File: src/rtl/alu_lockstep_sched.sv
// ---------------------------------------------------------------------------
// alu_lockstep_sched
//
// Purpose:
//   Round-robin scheduler that shares a duplicated (lockstep) 4-bit ALU pair
//   between two requesters. An accepted op is driven identically onto both
//   ALU lanes. After the ALU latency the lane-1 result and the lane-compare
//   outputs are captured into a single tagged response. Erroneous ops bump a
//   saturating mismatch counter and set a sticky fault flag.
//
// Handshakes:
//   reqN_valid/reqN_ready : an op transfers on a clock edge where both are 1.
//                           The requester holds valid and operands until
//                           ready; ready is only ever given to a valid
//                           requester, and never to both at once.
//   rsp_valid/rsp_ready   : a response transfers on a clock edge where both
//                           are 1. rsp_valid and rsp_* are held stable until
//                           that edge.
//
// Ports:
//   wb_clk_i, wb_rst_ni          clock, asynchronous active-low reset
//   req0_*/req1_*                valid/ready/a/b/sel per requester
//   alu_a0/a1, alu_b0/b1,        operands and select to the two ALU lanes
//   alu_sel1/sel2                (always equal)
//   alu_out1, alu_carry1         lane-1 result and carry
//   alu_x, alu_y                 lane-compare: XOR of results / of carries
//   rsp_valid/ready/id/data/     tagged response
//   carry/err
//   err_cnt, fault, fault_clr    saturating error counter, sticky fault, clear
//   dbg_state                    current FSM state (IDLE=0, WAIT=1, RESP=2)
// ---------------------------------------------------------------------------
module alu_lockstep_sched #(
    parameter int ALU_LAT = 1,
    parameter int CNT_W   = 8
) (
    input  logic             wb_clk_i,
    input  logic             wb_rst_ni,
    input  logic             req0_valid,
    output logic             req0_ready,
    input  logic [3:0]       req0_a,
    input  logic [3:0]       req0_b,
    input  logic [1:0]       req0_sel,
    input  logic             req1_valid,
    output logic             req1_ready,
    input  logic [3:0]       req1_a,
    input  logic [3:0]       req1_b,
    input  logic [1:0]       req1_sel,
    output logic [3:0]       alu_a0,
    output logic [3:0]       alu_a1,
    output logic [3:0]       alu_b0,
    output logic [3:0]       alu_b1,
    output logic [1:0]       alu_sel1,
    output logic [1:0]       alu_sel2,
    input  logic [3:0]       alu_out1,
    input  logic             alu_carry1,
    input  logic [3:0]       alu_x,
    input  logic             alu_y,
    output logic             rsp_valid,
    input  logic             rsp_ready,
    output logic             rsp_id,
    output logic [3:0]       rsp_data,
    output logic             rsp_carry,
    output logic             rsp_err,
    output logic [CNT_W-1:0] err_cnt,
    output logic             fault,
    input  logic             fault_clr,
    output logic [1:0]       dbg_state
);

    localparam logic [1:0] ST_IDLE = 2'd0;
    localparam logic [1:0] ST_WAIT = 2'd1;
    localparam logic [1:0] ST_RESP = 2'd2;

    // WAIT lasts ALU_LAT+1 cycles: the counter is loaded with ALU_LAT and the
    // capture happens in the cycle where it reads zero.
    localparam logic [2:0] LAT_INIT = 3'(ALU_LAT);

    logic [1:0]       state_q,      state_d;
    logic             last_grant_q, last_grant_d;
    logic [2:0]       wait_cnt_q,   wait_cnt_d;
    logic [3:0]       op_a_q,       op_a_d;
    logic [3:0]       op_b_q,       op_b_d;
    logic [1:0]       op_sel_q,     op_sel_d;
    logic             rsp_id_q,     rsp_id_d;
    logic [3:0]       rsp_data_q,   rsp_data_d;
    logic             rsp_carry_q,  rsp_carry_d;
    logic             rsp_err_q,    rsp_err_d;
    logic [CNT_W-1:0] err_cnt_q,    err_cnt_d;
    logic             fault_q,      fault_d;

    logic grant;
    logic accept;
    logic capture;
    logic cap_err;

    always_comb begin
        // With both requesters valid the one not served last wins; otherwise
        // the single valid requester (req1_valid picks 1, else 0).
        if (req0_valid && req1_valid) begin
            grant = ~last_grant_q;
        end else begin
            grant = req1_valid;
        end
        // Gating with the reset keeps ready low while reset is held, even
        // though state_q already reads IDLE.
        accept  = wb_rst_ni && (state_q == ST_IDLE) && (req0_valid || req1_valid);
        capture = (state_q == ST_WAIT) && (wait_cnt_q == 3'd0);
        cap_err = (alu_x != 4'd0) || alu_y;
    end

    always_comb begin
        state_d      = state_q;
        last_grant_d = last_grant_q;
        wait_cnt_d   = wait_cnt_q;
        op_a_d       = op_a_q;
        op_b_d       = op_b_q;
        op_sel_d     = op_sel_q;
        rsp_id_d     = rsp_id_q;
        rsp_data_d   = rsp_data_q;
        rsp_carry_d  = rsp_carry_q;
        rsp_err_d    = rsp_err_q;
        err_cnt_d    = err_cnt_q;
        fault_d      = fault_q;

        case (state_q)
            ST_IDLE: begin
                if (accept) begin
                    op_a_d       = grant ? req1_a   : req0_a;
                    op_b_d       = grant ? req1_b   : req0_b;
                    op_sel_d     = grant ? req1_sel : req0_sel;
                    rsp_id_d     = grant;
                    last_grant_d = grant;
                    wait_cnt_d   = LAT_INIT;
                    state_d      = ST_WAIT;
                end
            end
            ST_WAIT: begin
                if (capture) begin
                    rsp_data_d  = alu_out1;
                    rsp_carry_d = alu_carry1;
                    rsp_err_d   = cap_err;
                    state_d     = ST_RESP;
                end else begin
                    wait_cnt_d = wait_cnt_q - 3'd1;
                end
            end
            ST_RESP: begin
                if (rsp_ready) begin
                    state_d = ST_IDLE;
                end
            end
            default: begin
                state_d = ST_IDLE;
            end
        endcase

        // An erroneous capture takes priority over a simultaneous clear: the
        // clear wipes history, then this op counts as the first error.
        if (capture && cap_err) begin
            fault_d = 1'b1;
            if (fault_clr) begin
                err_cnt_d = CNT_W'(1);
            end else if (err_cnt_q != {CNT_W{1'b1}}) begin
                err_cnt_d = err_cnt_q + CNT_W'(1);
            end
        end else if (fault_clr) begin
            fault_d   = 1'b0;
            err_cnt_d = '0;
        end
    end

    always_ff @(posedge wb_clk_i or negedge wb_rst_ni) begin
        if (!wb_rst_ni) begin
            state_q      <= ST_IDLE;
            last_grant_q <= 1'b1;
            wait_cnt_q   <= 3'd0;
            op_a_q       <= 4'd0;
            op_b_q       <= 4'd0;
            op_sel_q     <= 2'd0;
            rsp_id_q     <= 1'b0;
            rsp_data_q   <= 4'd0;
            rsp_carry_q  <= 1'b0;
            rsp_err_q    <= 1'b0;
            err_cnt_q    <= '0;
            fault_q      <= 1'b0;
        end else begin
            state_q      <= state_d;
            last_grant_q <= last_grant_d;
            wait_cnt_q   <= wait_cnt_d;
            op_a_q       <= op_a_d;
            op_b_q       <= op_b_d;
            op_sel_q     <= op_sel_d;
            rsp_id_q     <= rsp_id_d;
            rsp_data_q   <= rsp_data_d;
            rsp_carry_q  <= rsp_carry_d;
            rsp_err_q    <= rsp_err_d;
            err_cnt_q    <= err_cnt_d;
            fault_q      <= fault_d;
        end
    end

    // Both lanes are fed from the same registers so they can never diverge.
    assign alu_a0     = op_a_q;
    assign alu_a1     = op_a_q;
    assign alu_b0     = op_b_q;
    assign alu_b1     = op_b_q;
    assign alu_sel1   = op_sel_q;
    assign alu_sel2   = op_sel_q;

    assign req0_ready = accept && !grant;
    assign req1_ready = accept && grant;

    assign rsp_valid  = (state_q == ST_RESP);
    assign rsp_id     = rsp_id_q;
    assign rsp_data   = rsp_data_q;
    assign rsp_carry  = rsp_carry_q;
    assign rsp_err    = rsp_err_q;
    assign err_cnt    = err_cnt_q;
    assign fault      = fault_q;
    assign dbg_state  = state_q;

endmodule

File: config.mk
export PLATFORM = sky130hd
export DESIGN_NAME = alu_lockstep_sched
export DESIGN_NICKNAME = d
export VERILOG_FILES = /design/src/rtl/alu_lockstep_sched.sv
export SDC_FILE = /design/constraint.sdc
export NUM_CORES = 1
export LEC_CHECK = 0
export CAP_MARGIN = 20
export CORE_AREA = 8 8 72 74
export CTS_BUF_LIST = sky130_fd_sc_hd__clkbuf_8 sky130_fd_sc_hd__clkbuf_16
export DETAILED_ROUTE_END_ITERATION = 6
export DIE_AREA = 0 0 80 82
export GPL_TIMING_DRIVEN = 1
export PLACE_DENSITY = 0.83
export SYNTH_ARGS = -nofsm -noshare
export SYNTH_HDL_FRONTEND = slang
export SYNTH_SLANG_ARGS = --single-unit
File: constraint.sdc
create_clock -name wb_clk_i -period 2.3 [get_ports wb_clk_i]
set_input_delay 0.345 -clock wb_clk_i [delete_from_list [all_inputs] [get_ports wb_clk_i]]
set_output_delay 0.345 -clock wb_clk_i [all_outputs]
set_load 0.01 [all_outputs]
=== Word level (Yosys, flattened, before mapping) ===
Index checks and enable logic that the tools add are counted.

* Add/subtract/negate cells: 2
* Eq/ne operators: 7
* Multiplexer cells: 17
* Bitwise logic cells: 1
* Reduce and logical (&&, ||, !) cells: 21

{| class="wikitable"
|+ Operator list
! operator !! number
|-
| $mux 8 || 4
|-
| $add 8x1->8 const B || 1
|-
| $mux 2 || 4
|-
| $mux 4 || 2
|-
| $ne 8x8->1 const B || 1
|-
| $logic_and 1x1->1 || 7
|-
| $mux 3 || 2
|-
| $ne 2x2->1 const B || 3
|-
| $pmux 2 s3 || 1
|-
| $pmux 3 s2 || 1
|-
| $reduce_and 2->1 || 3
|-
| $reduce_and 3->1 || 2
|-
| $reduce_bool 2->1 || 3
|-
| $reduce_bool 4->1 || 1
|-
| $logic_not 3->1 || 1
|-
| $mux 1 || 3
|-
| $sub 3x1->3 const B || 1
|-
| $eq 2x1->1 const B || 1
|-
| $eq 2x2->1 const B || 1
|-
| $logic_not 2->1 || 1
|-
| $logic_or 1x1->1 || 2
|-
| $ne 2x1->1 const B || 1
|-
| $logic_not 1->1 || 1
|-
| $not 1->1 || 1
|}

* Bits in registers: 32
* Output and inout port bits: 41
* Logic and storage cells: 60

=== Longest topological paths before layout ===
* Word-level depth: 5
* Gate-level depth with buffers: 8
* Depth with buffers taken out: 6

=== Least setup slack after synthesis ===
Ideal clock, no wire load.

* Path kind: register -> register
* Start point: register wait_cnt_q[0]
* End point: register err_cnt_q[5] (netlist: err_cnt[5])
* Arrival: 1.628 ns
* Required time: 2.172 ns
* Slack: 0.545 ns
* Stages on the path, launching flop included: 8
* Path through: dfrtp_1 -> inv_1 -> ha_1 -> and4bb_1 -> buf_4 -> o21ai_2 -> nor4_1 -> mux2_1

* Longest elaborated chain between the ends: 5

{| class="wikitable"
|+ Ends and longest elaborated chain
! element !! RTL line !! RTL
|-
| start: declaration || 80 || <nowiki>logic [2:0] wait_cnt_q, wait_cnt_d;</nowiki>
|-
| start signal: assignment || 189 || <nowiki>wait_cnt_q <= wait_cnt_d;</nowiki>
|-
| $logic_not 3->1 * || 107 || <nowiki>capture = (state_q == ST_WAIT) && (wait_cnt_q == 3'd0);</nowiki>
|-
| $logic_and 1x1->1 * || 107 ||
|-
| $logic_and 1x1->1 * || 159 || <nowiki>if (capture && cap_err) begin</nowiki>
|-
| $reduce_bool 2->1 (no line) || - ||
|-
| $reduce_and 2->1 (no line) || - ||
|-
| end signal: assignment || 197 || <nowiki>err_cnt_q <= err_cnt_d;</nowiki>
|-
| end: declaration || 88 || <nowiki>logic [CNT_W-1:0] err_cnt_q, err_cnt_d;</nowiki>
|}

Mark *: on every way between the ends. The rest lies on a longest branch, timed or not.
A chain may end at the register's enable or synchronous reset.

=== Worst setup path in the final report ===
* Start point: input wb_rst_ni
* End point: output req1_ready

* Longest elaborated chain between the ends: 3

{| class="wikitable"
|+ Ends and longest elaborated chain
! element !! RTL line !! RTL
|-
| start: declaration || 37 || <nowiki>input logic wb_rst_ni,</nowiki>
|-
| $logic_and 1x1->1 (2 in series) || 106 || <nowiki>accept = wb_rst_ni && (state_q == ST_IDLE) && (req0_valid || req1_valid);</nowiki>
|-
| $logic_and 1x1->1 || 211 || <nowiki>assign req1_ready = accept && grant;</nowiki>
|-
| end: declaration || 44 || <nowiki>output logic req1_ready,</nowiki>
|}

Every way passes these cells.

==> out/summary.json <==
{
  "status": {
    "run_status": "complete, no violations"
  },
  "drt": {
    "drt.antenna.violating_nets": 0,
    "postRouteWirelength_mm": 4.021,
    "detail_route.vias_per_cell": 4.957,
    "drc_errors": 0,
    "wl_per_cell_um": 14.36,
    "vias": 1388,
    "first_iter_violations": 20,
    "drt_pass1_iterations": 4
  },
  "placement": {
    "port-buffer-count": 76,
    "place_inst": 273,
    "place_congestion": 0.7819,
    "post-dp-hpwl_mm": 3.154
  },
  "synth": {
    "post_synth_main_area_contributors": "dfrtp_1 48%, mux2i_1 6.8%, buf_4 5.6%",
    "postSynthNetCount": 194,
    "synth_enable_flop_cells": 0,
    "syn-instance-count": 155,
    "synth_top_flop_cell": "dfrtp_1",
    "avgSynthCellArea_um2": 10.43,
    "synth.lib_cells_used.distinct": 37,
    "seq_area_frac_synth_pct": 49.61,
    "synth_area_leader_cell": "dfrtp_1",
    "syn_std_cell_area_mm2": 0.001617,
    "area_share_of_the_leading_cell_type_in_the_synthesized_netlist_pct": 47.99,
    "postSynth.asyncResetShare_pct": 100.0,
    "yosysWarnings": 0,
    "yosys_register_bits": 32
  },
  "flow_run": {
    "maxCapViolations": 0
  },
  "clock_tree": {
    "ctsHtreeMaxLevel": 2,
    "clk_latency_ns": 0.27,
    "clk_path_buf_depth": 2,
    "cts_made_buffers": 5,
    "cts_tree": "built",
    "cts.sink_count": 32,
    "hold_buffers": 0,
    "ctsRootBufferMaster": "clkbuf_8",
    "post_cts_buffers": 0,
    "clkTransAtPathRegs_ns": 0.06
  },
  "sta": {
    "top_achievable_clock_speed_mhz": 463.8,
    "fin_crit_sh_pct": 93.75,
    "rsz0062_at_grt": "no",
    "setup_violations": 0,
    "period_minus_slack_ns": 2.156,
    "tightestPinTransition_ns": 0.4135,
    "totalNegativeSetupSlack_ns": 0,
    "hold_violations_final": 0,
    "worst_skew_ns": 0.004061,
    "max_slew_margin_pct": 72.44,
    "max_slew_violation_count": 0
  },
  "finish": {
    "layout_common_cells": "75 x clkdlybuf4s50_1, 31 x dfrtp_1, 18 x nand2_1",
    "fin_util_pct": 59.30,
    "post_route_cells_drive_above_1_share_pct": 10.53,
    "area_delta_synth_final_pct": 52.01,
    "final_cells": 280,
    "fin_nets": 267,
    "layout_commonest_cell": "clkdlybuf4s50_1",
    "antenna_cells_inserted": 0
  },
  "setup_path": {
    "worst_r2r_endpoint": "err_cnt[3]",
    "worstSetupEndpointType": "output pin",
    "worstPathRequired_ns": 1.96,
    "reg2regPathDepth": 7,
    "r2r-start": "wait_cnt_q[0]",
    "timing.critical_path.arrival_ns": 1.81,
    "worstPathMaxFanout": 3,
    "startpoint_type": "primary input",
    "setup.reg_to_reg.worst_slack_ns": 0.41,
    "worst_setup_path_startpoint": "wb_rst_ni",
    "critPathKind": "primary input to output pin"
  },
  "grt": {
    "global_route.usage.total_pct": 12.79,
    "antenna_found_initial": 0,
    "global_route_congestion_overflow_total": 0,
    "first_global_vias": 1471,
    "grt_first_pass_wirelength_mm": 6.651,
    "grt_start_max_net_pins": 33
  },
  "floorplanning": {
    "floorplan.core_area_mm2": 0.004144,
    "ioPinCount": 77,
    "floorplan.die.height_um": 82,
    "floorplan.initialDensity_pct": 39.01,
    "fp.dieW_um": 80,
    "rows": 24,
    "die-area_mm2": 0.006560
  },
  "worst_hold_path": {
    "worst_hold_path_type": "flip-flop to flip-flop",
    "capture_endpoint_of_the_worst_hold_path": "last_grant_q",
    "hold_depth": 2,
    "hold_wc_startpoint": "last_grant_q"
  },
  "power": {
    "vdd.ir_drop.worst_mv": 0.6020,
    "cellLeakagePower_nw": 1.074,
    "power-per-cell-area_mw_per_mm2": 1017
  }
}
flip-flops by register name, indices dropped and copies added, names as in the netlist:
name and count:
alu_sel1 2, wait_cnt_q 3, alu_b0 4, rsp_id 1
fault 1, last_grant_q 1, rsp_data 4, rsp_err 1
alu_a0 4, rsp_carry 1, dbg_state 2, err_cnt 8
final cells by class:
cell class | count | area (um2)
multi-input cells | 96 | 659.4
flip-flops and latches | 32 | 802.0
well taps | 52 | 65.06
fillers | 362 | 1687
inverters | 10 | 37.54
clock buffers | 5 | 68.82
repair buffers | 83 | 815.8
clock inverters | 2 | 8.758
cells by family (layout without fill, tap and decap cells):
| group | after synthesis | in the layout | synth area share (%) |
|---|---|---|---|
| AOI/OAI and AO/OA | 31 | 31 | 12.46 |
| adders and majority gates | 3 | 3 | 2.322 |
| DFF | 32 | 32 | 49.61 |
| and+or+nand+nor | 44 | 44 | 14.32 |
| buffers and inverters | 27 | 100 | 9.598 |
| muxes | 18 | 18 | 11.69 |
critical path: stages:
cell	delay, ns
clkdlybuf4s50_1	0.53
o211ai_1	0.14
nand2b_1	0.20
inv_1	0.06
clkdlybuf4s50_1	0.53
stage by stage:
stage	worst slack, ns	power [W]	instance area [um2]	hold slack [ns]
after detailed placement	0.05742	0.002145	2377	0.4564
after global placement	0.05773	0.002122	2377	0.4539
after global routing	0.06840	0.002688	2457	0.4933
after CTS	0.04902	0.002552	2455	0.4679
final	0.1437	0.002500	2457	0.4648
after floorplan	0.5448	0.001533	1617	0.04941
how the worst max path moves through the flow:
stage	slack [ns]	depth (start not counted)	to
final	0.14	5	req1_ready
after global routing	0.07	5	req1_ready
after CTS	0.05	5	req0_ready
after detailed placement	0.06	5	req0_ready
after global placement	0.06	5	req0_ready
after floorplan	0.54	7	err_cnt[5]
power breakdown:
part	total, W	internal [W]	switching [W]
logic	0.00120	0.000710	0.000489
registers	0.000910	0.000770	0.000140
clock network	0.000390	0.000201	0.000190
repair_timing:
action                     in CTS  in global routing
hold endpoints to repair        0                  0
setup endpoints to repair       0                  1
gates resized for setup         0                  1
per-layer routing:
layer	wire (um)	GRT usage [%]
met2	2082	22.47
met3	351	6.565
met4	12	3.455
met5	0	0
met1	1575	13.13
cell usage after synthesis, types with 2 or more instances:
library cell	n
a21oi_1	3
nand2b_1	2
or3_1	2
clkbuf_1	3
nand3_1	3
ha_1	3
o21a_1	2
nor4_1	2
dfrtp_1	31
nor2b_1	3
nor2_1	5
buf_4	12
nor3_1	2
o21ai_0	13
inv_1	10
and4_4	2
nand2_1	18
mux2_2	6
or4_1	3
o31ai_1	3
mux2i_1	11
Power figures use the tool's default switching activity.
==> patch 1: new RTL, config.mk and constraints unchanged <==
The parameter `CNT_W` goes from 8 to 12.
--- a/src/rtl/alu_lockstep_sched.sv
+++ b/src/rtl/alu_lockstep_sched.sv
@@ -32,5 +32,5 @@
 module alu_lockstep_sched #(
     parameter int ALU_LAT = 1,
-    parameter int CNT_W   = 8
+    parameter int CNT_W   = 12
 ) (
     input  logic             wb_clk_i,
Interface: changed (resized err_cnt); port bits go from 77 to 81. No check against the original RTL was run, so the function may have changed too.
==> patch 1 against the unedited design <==
- clock skew grew 0.0056 ns
- synthesized cell count grew 26%
- sequential cell count grew 4
- wire length grew 24%
- power grew 9.6%
- worst setup slack gained 0.0091 ns
- first-iteration DRC count grew to 4.5 times the old value
- critical path depth is the same
- cell area grew 12%
- synthesized area grew 15%
- critical path type is now reg -> out
==> patch 1: results (changes against the unedited design) <==
Status -> complete, no violations (unchanged)
Worst-Skew Late Latency -> 0.28 ns
HP Class -> in -> async (was reg -> reg)
Vias per cell -> 5.279 (was 4.957)
VDD IR-drop max -> 0.0006308 V (was 0.0006020 V)
Clock Skews -> 0.009612 ns (was 0.004061 ns)
Initial antenna violation count -> 0 (unchanged)
Post-Synth Adder-Cell Area -> 0.02012 (was 0.02322)
Syn nets -> 235 (was 194)
Nets -> 310 (was 267)
RR Endpoint -> err_cnt[7] (was err_cnt[3])
Leak -> 1.176 nW (was 1.074 nW)
Most common cell in the netlist -> nand2_1 (was dfrtp_1)
Largest net degree at the start of global routing -> 37 (was 33)
Compound-Gate Fraction of Synth Area -> 0.1268 (was 0.1246)
Port Buffers -> 80 (was 76)
GR Util All Layers -> 0.1588 (was 0.1279)
Ratio of cells with drive above 1 in the final layout -> 0.07380 (was 0.1053)
Unique masters post-synth -> 39 (was 37)
Synth area leaders -> dfrtp_1, nand2_1, mux2i_1 (was dfrtp_1, mux2i_1, buf_4)
Worst-margin pin slew -> 0.6145 ns (was 0.4135 ns)
Post-synth top cells -> nand2_1, dfrtp_1, o21ai_0 (was dfrtp_1, nand2_1, o21ai_0)
First-pass GRT wire length -> 8280 um (was 6651 um)
Post-CTS setup buffer count -> 0 (unchanged)
Async SR Flop Fraction -> 1.000 (unchanged)
Worst reg2reg path depth -> 6 (was 7)
Max reg flops -> 12 (was 8)
Yosys warning count -> 0 (unchanged)
Total CTS buffers -> 5 (unchanged)
Post-synthesis sequential area ratio -> 0.4836 (was 0.4961)
Final HPWL DP -> 3863 um (was 3154 um)
CTS resizes -> 0 (unchanged)
Longest Clk Path Bufs -> 2 (unchanged)
Predominant post-synthesis flop cell -> dfrtp_1 (unchanged)
Mux share of post-synthesis cell area -> 0.07780 (was 0.1169)
Drt first pass iters -> 4 (unchanged)
Routability cong. -> 0.8073 (was 0.7819)
Wire per inst -> 15.42 um (was 14.36 um)
Antenna Diode Count -> 0 (unchanged)
CTS root buffer -> clkbuf_8 (unchanged)
Reg2reg setup slack -> 0.25 ns (was 0.41 ns)
Vias in the first global route -> 1,714 (was 1,471)
DRT iter0 DRCs -> 89 (was 20)
H-Tree Depth -> 2 (unchanged)
CTS clk-pin slew, worst paths -> 0.07 ns
Filler cells -> 344 (was 362)
Worst-path maximum fanout -> 5 (was 3)
patch 1: area by class of cell:
type / instances / share of cell area
Sequential cell: 36 / 0.3282
Timing Repair Buffer: 85 / 0.3031
Multi-Input combinational cell: 137 / 0.3018
Clock buffer: 7 / 0.03505
Tap cell: 52 / 0.02367
Inverter: 6 / 0.008193
patch 1: kinds of logic after synthesis:
logic type / count (synthesis)
AOI/OAI and AO/OA: 39
adders and majority gates: 3
buffers and inverters: 23
DFF: 36
muxes: 14
and+or+nand+nor: 81
patch 1: per-stage QoR:
| step | instance area [um2] | utilization | cells | hold slack (ns) | setup slack [ns] |
|---|---|---|---|---|---|
| after floorplan | 1866 | - | 196 | 0.04941 | 0.3705 |
| after global placement | 2653 | 0.6401 | 316 | 0.4537 | 0.2069 |
| after detailed placement | 2653 | 0.6401 | 316 | 0.4654 | 0.1782 |
| after CTS | 2749 | 0.6633 | 323 | 0.1828 | 0.1313 |
| after global routing | 2749 | 0.6633 | 323 | 0.2098 | 0.03398 |
| final | 2749 | 0.6633 | 323 | 0.1680 | 0.1529 |
patch 1: worst max-delay path: stages (launching register included):
cell	delay, ns
dfrtp_1	0.42
nor2_1	0.14
o211ai_1	0.15
nand2b_1	0.22
inv_1	0.07
clkdlybuf4s50_1	0.53
patch 1: layer usage:
metal,GRT usage,vias to the layer above,part of all wire
met5,0,-,0
met4,0.05455,0,0.014
met3,0.04267,9,0.070
met2,0.2716,59,0.52
met1,0.1885,814,0.39
li1,-,823,-
patch 1: where the power goes:
group	internal (mW)	switching, mW	total (mW)	leakage (nW)
logic	0.704	0.568	1.27	0.662
clock network	0.267	0.209	0.476	0.0503
registers	0.842	0.150	0.991	0.464
patch 1: how the worst max path moves through the flow:
stage | cells after the start | endpoint | slack [ns] | startpoint
finish | 5 | req1_ready | 0.15 | dbg_state[1]
global route | 5 | req1_ready | 0.03 | dbg_state[1]
CTS | 5 | req1_ready | 0.13 | dbg_state[1]
detailed placement | 5 | req1_ready | 0.18 | req1_valid
global placement | 5 | req1_ready | 0.21 | req1_valid
floorplan | 8 | err_cnt[7] | 0.37 | wait_cnt_q[0]
==> patch 2: new RTL, config.mk and constraints unchanged <==
Without the edit above. Take the reset off `rsp_data_q` and load it in a clocked block of its own.
--- a/src/rtl/alu_lockstep_sched.sv
+++ b/src/rtl/alu_lockstep_sched.sv
@@ -179,5 +179,4 @@
             op_sel_q     <= 2'd0;
             rsp_id_q     <= 1'b0;
-            rsp_data_q   <= 4'd0;
             rsp_carry_q  <= 1'b0;
             rsp_err_q    <= 1'b0;
@@ -192,5 +191,4 @@
             op_sel_q     <= op_sel_d;
             rsp_id_q     <= rsp_id_d;
-            rsp_data_q   <= rsp_data_d;
             rsp_carry_q  <= rsp_carry_d;
             rsp_err_q    <= rsp_err_d;
@@ -198,4 +196,8 @@
             fault_q      <= fault_d;
         end
+    end
+
+    always_ff @(posedge wb_clk_i) begin
+        rsp_data_q <= rsp_data_d;
     end
 
Formal check against the unedited RTL: differs if wb_rst_ni is asserted again (counterexample within 4 cycles, from zero or initial values and one cycle with wb_rst_ni low); with wb_rst_ni held inactive, the same outputs for 10 cycles.
==> patch 2 against the unedited design <==
- sequential cell count unchanged
- power down 2.3%
- clock power up 11%
- synthesized cell count down 1.9%
- worst hold slack better by 0.0050 ns
- synthesized area down 0.70%
- global-route usage down 0.26 points
- highest routed layer unchanged
- count of clock-buffer cells in the layout up 1
- worst setup slack better by 0.046 ns
- wire length up 2.2%
- largest cell class is now flip-flops and latches
- cell area up 0.10%
==> patch 2: results (changes against the unedited design) <==
Worst EP arrival -> 1.77 ns (was 1.81 ns)
Hold WS -> 0.4698 ns (was 0.4648 ns)
Routed WL -> 4109 um (was 4021 um)
Final HPWL DP -> 3244 um (was 3154 um)
Post-CTS setup buffer count -> 0 (unchanged)
RR Endpoint -> err_cnt[5] (was err_cnt[3])
CTS root buffer -> clkbuf_8 (unchanged)
Worst reg2reg path depth -> 8 (was 7)
Routability cong. -> 0.7486 (was 0.7819)
Worst path slowest cell -> clkdlybuf4s50_1 (unchanged)
Max-Slew Margin vs Limit -> 0.6442 (was 0.7244)
Syn nets -> 191 (was 194)
Leak -> 1.035 nW (was 1.074 nW)
Total CTS buffers -> 5 (unchanged)
Share of the synthesized area in the top cell type -> 0.4209 (was 0.4799)
H-Tree Depth -> 2 (unchanged)
WHS Path Cells -> 2 (unchanged)
Post-synthesis sequential area ratio -> 0.5121 (was 0.4961)
Nets -> 264 (was 267)
Longest Clk Path Bufs -> 2 (unchanged)
First-pass GRT wire length -> 6596 um (was 6651 um)
Status -> complete, no violations (unchanged)
Async SR Flop Fraction -> 0.8750 (was 1.000)
Maxcap violations -> 0 (unchanged)
Worst Hold Launch -> last_grant_q (unchanged)
GR Util All Layers -> 0.1253 (was 0.1279)
Port Buffers -> 76 (unchanged)
Synth area leaders -> dfrtp_1, edfxtp_1, mux2i_1 (was dfrtp_1, mux2i_1, buf_4)
Hold Path End -> last_grant_q (unchanged)
Ratio of cells with drive above 1 in the final layout -> 0.1106 (was 0.1053)
Filler cells -> 372 (was 362)
Vias per cell -> 4.978 (was 4.957)
Clock Skews -> 0.01058 ns (was 0.004061 ns)
VDD IR-drop max -> 0.0004679 V (was 0.0006020 V)
Worst-path maximum fanout -> 3 (unchanged)
Unique masters post-synth -> 41 (was 37)
DRT iter0 DRCs -> 27 (was 20)
Post-synth top cells -> dfrtp_1, nand2_1, o21ai_0 (unchanged)
Sw Ratio -> 0.3269 (was 0.3275)
Final Hold Viols -> 0 (unchanged)
Largest net degree at the start of global routing -> 29 (was 33)
EDFF count, synth -> 4 (was 0)
Vias in the first global route -> 1,459 (was 1,471)
Max reg flops -> 8 (unchanged)
Placed inst area -> 0.002366 mm2 (was 0.002377 mm2)
Drt first pass iters -> 4 (unchanged)
CTS resizes -> 0 (unchanged)
[patch 2: changes by cell type after synthesis, moves of 4 or more]
| cell | delta |
|---|---|
| edfxtp_1 | +4 |
| nand2_1 | +5 |
| dfrtp_1 | -4 |
| mux2_2 | -5 |
[patch 2: area by class of cell]
class	count	area, um2	share of cell area
Clock buffer	6	82.58	0.03357
Clock inverter	2	11.26	0.004578
Inverter	10	42.54	0.01729
Multi-Input combinational cell	95	638.1	0.2594
Sequential cell	32	822.0	0.3342
Tap cell	52	65.06	0.02645
Timing Repair Buffer	81	798.3	0.3245
[patch 2: power by group through the flow]
stage | clock network, mW | registers [mW] | logic (mW)
2_1_floorplan | 0 | 0.955 | 0.540
3_3_place_gp | 0 | 0.886 | 1.13
3_5_place_dp | 0 | 0.899 | 1.15
4_1_cts | 0.446 | 0.888 | 1.15
5_1_grt | 0.472 | 0.916 | 1.22
6_report | 0.431 | 0.885 | 1.13
[patch 2: kinds of logic after synthesis]
group / Yosys count / share of synthesized area
and+or+nand+nor: 48 / 0.1567
AOI/OAI and AO/OA: 32 / 0.1419
DFF: 32 / 0.5121
buffers and inverters: 25 / 0.09041
adders and majority gates: 3 / 0.02339
muxes: 12 / 0.07561
[patch 2: worst max path at each step]
stage                       start         end  slack (ns)  cells past startpoint
floorplan           wait_cnt_q[0]  err_cnt[3]        0.62                      8
detailed placement     req1_valid  req0_ready        0.18                      5
global route           req1_valid  req1_ready        0.13                      5
CTS                    req1_valid  req0_ready        0.18                      5
global placement        wb_rst_ni  req0_ready        0.21                      5
finish                 req1_valid  req1_ready        0.19                      5
[patch 2: per-stage QoR]
stage	worst slack [ns]	utilization	cells
4_1_cts	0.1814	0.5936	278
3_3_place_gp	0.2107	0.5710	270
3_5_place_dp	0.1814	0.5710	270
2_1_floorplan	0.6186	-	152
6_report	0.1897	0.5936	278
5_1_grt	0.1333	0.5936	278
[patch 2: critical path, delay by kind of cell]
family          cells  cell delay (ns)
buf+inv             3             1.08
compound gates      1             0.22
simple gates        1             0.12
[patch 2: metal layers]
metal  GRT usage  up-vias  routed length, um
met3     0.03501        4                326
met1      0.1297      656               1611
li1            -      673                  -
met2      0.2385       51               2134
met4     0.03818        0                 36
met5           0        -                  0
